**config.mk**
```make
export PLATFORM = sky130hd
export DESIGN_NAME = alu_pattern_sequencer
export DESIGN_NICKNAME = d
export VERILOG_FILES = /design/src/rtl/alu_pattern_sequencer.sv
export SDC_FILE = /design/constraint.sdc
export NUM_CORES = 1
export LEC_CHECK = 0
export ABC_AREA = 0
export CORE_ASPECT_RATIO = 1.5
export CORE_MARGIN = 2
export CORE_UTILIZATION = 50
export DETAILED_ROUTE_END_ITERATION = 16
export PLACE_DENSITY = 0.8
export SYNTH_ARGS = -nofsm -noshare
export SYNTH_HDL_FRONTEND = slang
export SYNTH_SLANG_ARGS = --single-unit
```
**constraint.sdc**
```tcl
create_clock -name clk -period 2.53 [get_ports clk]
set_input_delay 0.253 -clock clk [delete_from_list [all_inputs] [get_ports clk]]
set_output_delay 0.253 -clock clk [all_outputs]
set_load 0.05 [all_outputs]
```
**src/rtl/alu_pattern_sequencer.sv**
```systemverilog
// Applies stored stuck-at vectors to the 2-bit alu, strobes zout after a
// settle window and compares it under mask, keeping pass/fail statistics.
module alu_pattern_sequencer #(
  parameter int unsigned SETTLE_CYC = 4,
  parameter int unsigned PAT_W      = 8,
  parameter int unsigned FAIL_W     = 8
) (
  input  logic              clk,
  input  logic              rst_n,
  input  logic              start,
  input  logic              abort,
  input  logic              pat_valid,
  output logic              pat_ready,
  input  logic [4:0]        pat_pi,
  input  logic [1:0]        pat_xpct,
  input  logic [1:0]        pat_mask,
  input  logic              pat_last,
  output logic [1:0]        alu_ain,
  output logic [1:0]        alu_bin,
  output logic              alu_sel,
  input  logic [1:0]        alu_zout,
  output logic              busy,
  output logic              done,
  output logic              pass,
  output logic              fail_pulse,
  output logic [PAT_W-1:0]  pat_cnt,
  output logic [FAIL_W-1:0] fail_cnt,
  output logic [PAT_W-1:0]  first_fail_idx,
  output logic              first_fail_valid
);

  localparam int unsigned SC_W = (SETTLE_CYC > 2) ? $clog2(SETTLE_CYC) : 1;
  localparam logic [SC_W-1:0] SC_LOAD = SC_W'(SETTLE_CYC - 1);

  typedef enum logic [2:0] {
    S_IDLE,
    S_FETCH,
    S_SETTLE,
    S_COMPARE,
    S_DONE
  } state_t;

  state_t            state, state_d;
  logic [SC_W-1:0]   settle_cnt, settle_cnt_d;
  logic [1:0]        xpct_q, xpct_d;
  logic [1:0]        mask_q, mask_d;
  logic              last_q, last_d;
  logic [1:0]        alu_ain_d, alu_bin_d;
  logic              alu_sel_d;
  logic              busy_d, done_d, pass_d, fail_pulse_d;
  logic [PAT_W-1:0]  pat_cnt_d;
  logic [FAIL_W-1:0] fail_cnt_d;
  logic [PAT_W-1:0]  first_fail_idx_d;
  logic              first_fail_valid_d;
  logic [1:0]        mism;

  // Handshake is only offered in FETCH and is withdrawn as soon as abort is seen
  assign pat_ready = (state == S_FETCH) && !abort;

  // Masked mismatch of the strobed alu output against the latched expectation
  assign mism = (alu_zout ^ xpct_q) & mask_q;

  // Next-state and next-output logic
  always_comb begin
    state_d            = state;
    settle_cnt_d       = settle_cnt;
    xpct_d             = xpct_q;
    mask_d             = mask_q;
    last_d             = last_q;
    alu_ain_d          = alu_ain;
    alu_bin_d          = alu_bin;
    alu_sel_d          = alu_sel;
    busy_d             = busy;
    done_d             = done;
    pass_d             = pass;
    fail_pulse_d       = 1'b0;
    pat_cnt_d          = pat_cnt;
    fail_cnt_d         = fail_cnt;
    first_fail_idx_d   = first_fail_idx;
    first_fail_valid_d = first_fail_valid;

    if (abort) begin
      // Drop any vector in flight; counters and alu drives are left as they are
      state_d = S_IDLE;
      busy_d  = 1'b0;
      done_d  = 1'b0;
      pass_d  = 1'b0;
    end else begin
      unique case (state)
        S_IDLE, S_DONE: begin
          if (start) begin
            state_d            = S_FETCH;
            busy_d             = 1'b1;
            done_d             = 1'b0;
            pass_d             = 1'b0;
            pat_cnt_d          = '0;
            fail_cnt_d         = '0;
            first_fail_idx_d   = '0;
            first_fail_valid_d = 1'b0;
          end
        end
        S_FETCH: begin
          if (pat_valid) begin
            xpct_d       = pat_xpct;
            mask_d       = pat_mask;
            last_d       = pat_last;
            alu_ain_d    = pat_pi[4:3];
            alu_bin_d    = pat_pi[2:1];
            alu_sel_d    = pat_pi[0];
            settle_cnt_d = SC_LOAD;
            state_d      = S_SETTLE;
          end
        end
        S_SETTLE: begin
          if (settle_cnt == '0) begin
            state_d = S_COMPARE;
          end else begin
            settle_cnt_d = settle_cnt - SC_W'(1);
          end
        end
        S_COMPARE: begin
          if (pat_cnt != '1) begin
            pat_cnt_d = pat_cnt + PAT_W'(1);
          end
          if (mism != 2'b00) begin
            fail_pulse_d = 1'b1;
            if (fail_cnt != '1) begin
              fail_cnt_d = fail_cnt + FAIL_W'(1);
            end
            if (!first_fail_valid) begin
              first_fail_idx_d   = pat_cnt;
              first_fail_valid_d = 1'b1;
            end
          end
          if (last_q) begin
            state_d = S_DONE;
            busy_d  = 1'b0;
            done_d  = 1'b1;
            pass_d  = (fail_cnt_d == '0);
          end else begin
            state_d = S_FETCH;
          end
        end
        default: begin
          state_d = S_IDLE;
          busy_d  = 1'b0;
        end
      endcase
    end
  end

  // State and registered outputs
  always_ff @(posedge clk or negedge rst_n) begin
    if (!rst_n) begin
      state            <= S_IDLE;
      settle_cnt       <= '0;
      xpct_q           <= '0;
      mask_q           <= '0;
      last_q           <= 1'b0;
      alu_ain          <= '0;
      alu_bin          <= '0;
      alu_sel          <= 1'b0;
      busy             <= 1'b0;
      done             <= 1'b0;
      pass             <= 1'b0;
      fail_pulse       <= 1'b0;
      pat_cnt          <= '0;
      fail_cnt         <= '0;
      first_fail_idx   <= '0;
      first_fail_valid <= 1'b0;
    end else begin
      state            <= state_d;
      settle_cnt       <= settle_cnt_d;
      xpct_q           <= xpct_d;
      mask_q           <= mask_d;
      last_q           <= last_d;
      alu_ain          <= alu_ain_d;
      alu_bin          <= alu_bin_d;
      alu_sel          <= alu_sel_d;
      busy             <= busy_d;
      done             <= done_d;
      pass             <= pass_d;
      fail_pulse       <= fail_pulse_d;
      pat_cnt          <= pat_cnt_d;
      fail_cnt         <= fail_cnt_d;
      first_fail_idx   <= first_fail_idx_d;
      first_fail_valid <= first_fail_valid_d;
    end
  end

endmodule

```
After elaboration in Yosys (flattened, before gate mapping)
Cells that the tools add are included.
{"block": "word_totals", "regBits": 44, "latchBits": 0, "mem_bits_rw": 0, "rom_bits": 0, "input_bits": 17, "wordCells": 95, "n_memories": 0}
{"block": "op_classes", "add_sub_neg": 3, "mul": 0, "div": 0, "order_cmp": 0, "n_eq_ne": 17, "shift": 0, "n_mux": 36, "bitwise": 3, "n_reduce_logical": 20}
{"op": "$mux W8", "count": 8}
{"op": "$pmux W8 S2", "count": 3}
{"op": "$add A8 B1 Y8 const B", "count": 2}
{"op": "$ne A8 B8 Y1 const B", "count": 2}
{"op": "$mux W3", "count": 5}
{"op": "$reduce_and A3 Y1", "count": 5}
{"op": "$mux W1", "count": 12}
{"op": "$ne A2 B2 Y1 const B", "count": 6}
{"op": "$ne A3 B3 Y1 const B", "count": 4}
{"op": "$pmux W3 S4", "count": 1}
{"op": "$reduce_and A4 Y1", "count": 3}
{"op": "$logic_not A8 Y1", "count": 1}
{"op": "$eq A3 B2 Y1 const B", "count": 2}
{"op": "$pmux W1 S2", "count": 3}
{"op": "$reduce_bool A2 Y1", "count": 3}
{"op": "$reduce_and A5 Y1", "count": 1}
{"op": "$mux W2", "count": 2}
{"op": "$pmux W2 S2", "count": 1}
{"op": "$reduce_or A2 Y1", "count": 2}
{"op": "$eq A3 B1 Y1 const B", "count": 1}
{"op": "$eq A3 B3 Y1 const B", "count": 1}
{"op": "$logic_not A3 Y1", "count": 1}
{"op": "$pmux W1 S3", "count": 1}
{"op": "$reduce_bool A3 Y1", "count": 1}
{"op": "other kinds (8)", "count": 8}

Logic depth before layout (Yosys ltp)
{"block": "logic_depth", "depth_word": 10, "depth_mapped": 9, "ltp_nobuf": 7}

Worst setup path after synthesis
OpenSTA, ideal clock, no wires.
{"block": "synth_timing", "kind": "reg-to-output", "start": "register state[2]", "end": "output pat_ready", "arrival_ps": 1775, "required_ps": 2277, "slack_ps": 502, "stages_incl_launch_ff": 4, "cell_sequence": "dfrtp_1 > clkbuf_1 > nand2b_1 > nor3_1"}
{"block": "synth_between", "elab_chain_len": 2}
{"item": "start, declared", "line": "43", "text": "state_t state, state_d;"}
{"item": "start signal, assigned", "line": "172", "text": "state <= state_d;"}
{"item": "$eq A3 B1 Y1", "line": "58", "text": "assign pat_ready = (state == S_FETCH) && !abort;"}
{"item": "$logic_and A1 B1 Y1", "line": "58"}
{"item": "end, declared", "line": "13", "text": "output logic pat_ready,"}
Every way passes these cells.

Worst setup path after layout
{"block": "layout_timing", "start": "register state[0]", "end": "register first_fail_idx[6]"}
{"block": "layout_between", "elab_chain_len": 4, "word_cells_on_any_way": 10}
{"item": "$eq A3 B3 Y1 or $logic_not A3 Y1 (tied branches)", "line": "89", "text": "unique case (state)"}
{"item": "$reduce_or A2 Y1", "line": "89"}
{"item": "$ne A2 B2 Y1 (no line) or $reduce_bool A2 Y1 (tied branches)"}
{"item": "$reduce_and A5 Y1 (no line)"}
{"item": "end signal, assigned", "line": "186", "text": "first_fail_idx <= first_fail_idx_d;"}
{"item": "end, declared", "line": "28", "text": "output logic [PAT_W-1:0] first_fail_idx,"}
Several ways; a longest one is shown, not always the timed one.
A chain may end at the register's enable or synchronous reset.

==> impl_metrics.ini <==
[sta]
fin_crit_ps = 2000
setup_viol = 0
skew_ps = 2.97
maxSlewViolCount = 0
max_freq_mhz = 501
rsz0062_at_grt = false
fin_crit_sh_pct = 78.9
slew-limit-headroom_pct = 36.5
hold_viol_final = 0
worst_pin_slew_ps = 953
setup-tns-final_ps = 0

[floorplan]
die_area_mm2 = 0.00505
die_w_um = 58.7
dieHeight_um = 86.0
io_pins = 52
rows = 29
initial_core_util_pct = 52.4
core_mm2 = 0.00428

[cts]
cts_buffer_depth = 2
cts_tree = done
clock_latency_ps = 300
h-tree-depth = 2
cts_buffers = 5
hold_buffers = 0
cts.repair.resized = 0
cts_setup_buffers = 0
cts_root_buf = clkbuf_8
cts_sinks = 44
clkTransAtPathRegs_ps = 80

[synthesis]
synthDistinctLibCells = 46
synthTopCellsByCount = 44 x dfrtp_1, 29 x nand2_1, 21 x o21ai_0, 16 x a21oi_1, 16 x nor2_1
syn_inst = 233
syn-cell-area_mm2 = 0.00224
yosysTopAreaCell = dfrtp_1
ys_ff_latch = 44
synth_top_area_share_pct = 49.1
ys_seq_area_share_pct = 49.1
syn-num-nets = 253
synth_warnings = 0
async_flop_share_pct = 100
yosysMostFrequentCell = dfrtp_1
avgSynthCellArea_um2 = 9.62
synth-edff-count = 0
ys.flop_type = dfrtp_1
ys_top_cells_by_area = dfrtp_1 49%, mux2_2 5.0%, nand2_1 4.9%

[min_path]
hold_class = input port to asynchronous set/reset pin

[run]
max_cap_viol_count = 0

[cells_and_area]
finalNetCount = 306
syn_to_final_growth_pct = 29.1
fin_area_mm2 = 0.00290
drive_above_1_share_pct = 11.1
antennaDiodeCount = 0

[setup_path]
crit_required_ps = 2770
worst-setup-path-type = flop to flop
crit_arrival_ps = 2240
reg2reg_slack_ps = 530
worstSetupEndpointType = flop
ff2ff_path_depth = 4
crit_fanout = 13
reg2reg_from = state[0]
startpoint_type = flop
rr_endpoint = first_fail_idx[6]

[power_and_ir_drop]
net-switching-power_uw = 863
power_frac_seq_pct = 41.5
clkPwrFrac_pct = 21.1
power_leakage_uw = 0.00122
p_per_area_mw_per_mm2 = 772
comb_power_share_pct = 37.4
irDropWorstVdd_v = 0.000656
switching_share_pct = 38.6
internal-power_uw = 1370

[place]
io_buffers = 51
dp_hpwl_mm = 3.49
dpl_cell_area_mm2 = 0.00280
gp_congestion = 0.849

[drt]
drt-total-wl_mm = 4.90
drt-pass1-iter-count = 11
routedWlPerCell_um = 14.7
drc_errors = 2
viasPerCell = 5.81
drtIter0Drc = 62
drtAntennaViolNets = 0
vias = 1935

[run_status]
status = complete, but fails checks
failed_checks = design-rule violations

[global_routing]
grt_max_degree = 45
grt_antenna_before_repair = 0
grt-ovfl-total = 0
grt_pass1_wl_mm = 8.38
grt_util_all_layers_pct = 21.2
first_global_vias = 1841
flip-flops by register name, summed over array words and instances, names as in the netlist, 3 cells and up:
signal          flops
first_fail_idx      8
state               3
pat_cnt             8
fail_cnt            8
power groups by stage:
| stage | clock, µW | sequential, µW | combinational, µW |
|---|---|---|---|
| 5_1_grt | 509 | 948 | 903 |
| 2_1_floorplan | 0 | 1100 | 405 |
| 3_5_place_dp | 0 | 942 | 839 |
| 4_1_cts | 484 | 928 | 842 |
| 6_report | 472 | 928 | 836 |
| 3_3_place_gp | 0 | 934 | 822 |
cell usage in the layout (no fill, tap or decap), types with 2 or more instances in the layout:
master,instances
a21oi_1,16
a22o_1,4
a31oi_1,2
and3_1,7
buf_4,8
clkbuf_8,6
clkdlybuf4s50_1,49
clkinvlp_4,2
dfrtp_1,44
ha_1,3
inv_1,6
mux2_2,10
mux2i_1,4
nand2_1,29
nand2b_1,2
nand3_1,6
nand3b_1,2
nand4_1,3
nor2_1,16
nor2b_1,3
nor3_1,4
nor3b_1,3
o21ai_0,21
o21ai_1,4
o22ai_1,2
o31a_1,2
o31ai_1,4
o41ai_1,2
xor2_1,4
worst max-delay path by stage:
stage | startpoint | endpoint | slack [ps]
floorplan | state[2] | pat_ready | 500
global placement | start | pat_cnt[5] | 370
detailed placement | start | pat_cnt[5] | 330
CTS | state[0] | pat_cnt[5] | 530
global route | state[0] | first_fail_idx[6] | 380
finish | state[0] | first_fail_idx[6] | 530
layout make-up:
cell class	instances	area, µm²
Fill cell	365	1390
Sequential cell	44	1100
Multi-Input combinational cell	171	1060
Timing Repair Buffer	58	556
Clock buffer	6	82.6
Tap cell	46	57.6
Inverter	6	22.5
Clock inverter	2	15.0
per-stage QoR:
| stage | total power, µW | cells | hold slack [ps] | util (%) | setup WS, ps |
|---|---|---|---|---|---|
| after floorplan | 1500 | 233 | -42.6 | - | 502 |
| after global placement | 1760 | 325 | 451 | 65.3 | 367 |
| after detailed placement | 1780 | 325 | 463 | 65.3 | 333 |
| after CTS | 2250 | 333 | 131 | 67.6 | 530 |
| after global routing | 2360 | 333 | 188 | 67.6 | 375 |
| final | 2240 | 333 | 96.6 | 67.6 | 533 |
worst max-delay path: stages (launching register included):
cell and delay (ps):
dfrtp_1 590, nand3b_1 330, or2_2 460, nor3_1 350, a22o_1 210
routing by layer:
metal	vias up	track usage (%)	wire length [µm]
met4	0	9.09	63
met1	938	26.9	2100
li1	948	-	-
met2	43	35.0	2570
met5	-	0	0
met3	6	3.77	167
kinds of logic after synthesis:
group	count (synthesis)	share of synthesized area, %
compound gates	66	18.4
xor+xnor	5	1.95
fa+ha+maj	3	1.67
buf+inv	18	3.57
flops	44	49.1
mux	14	6.81
simple gates	83	18.5
Note: power is estimated with default switching activity, not from simulation.
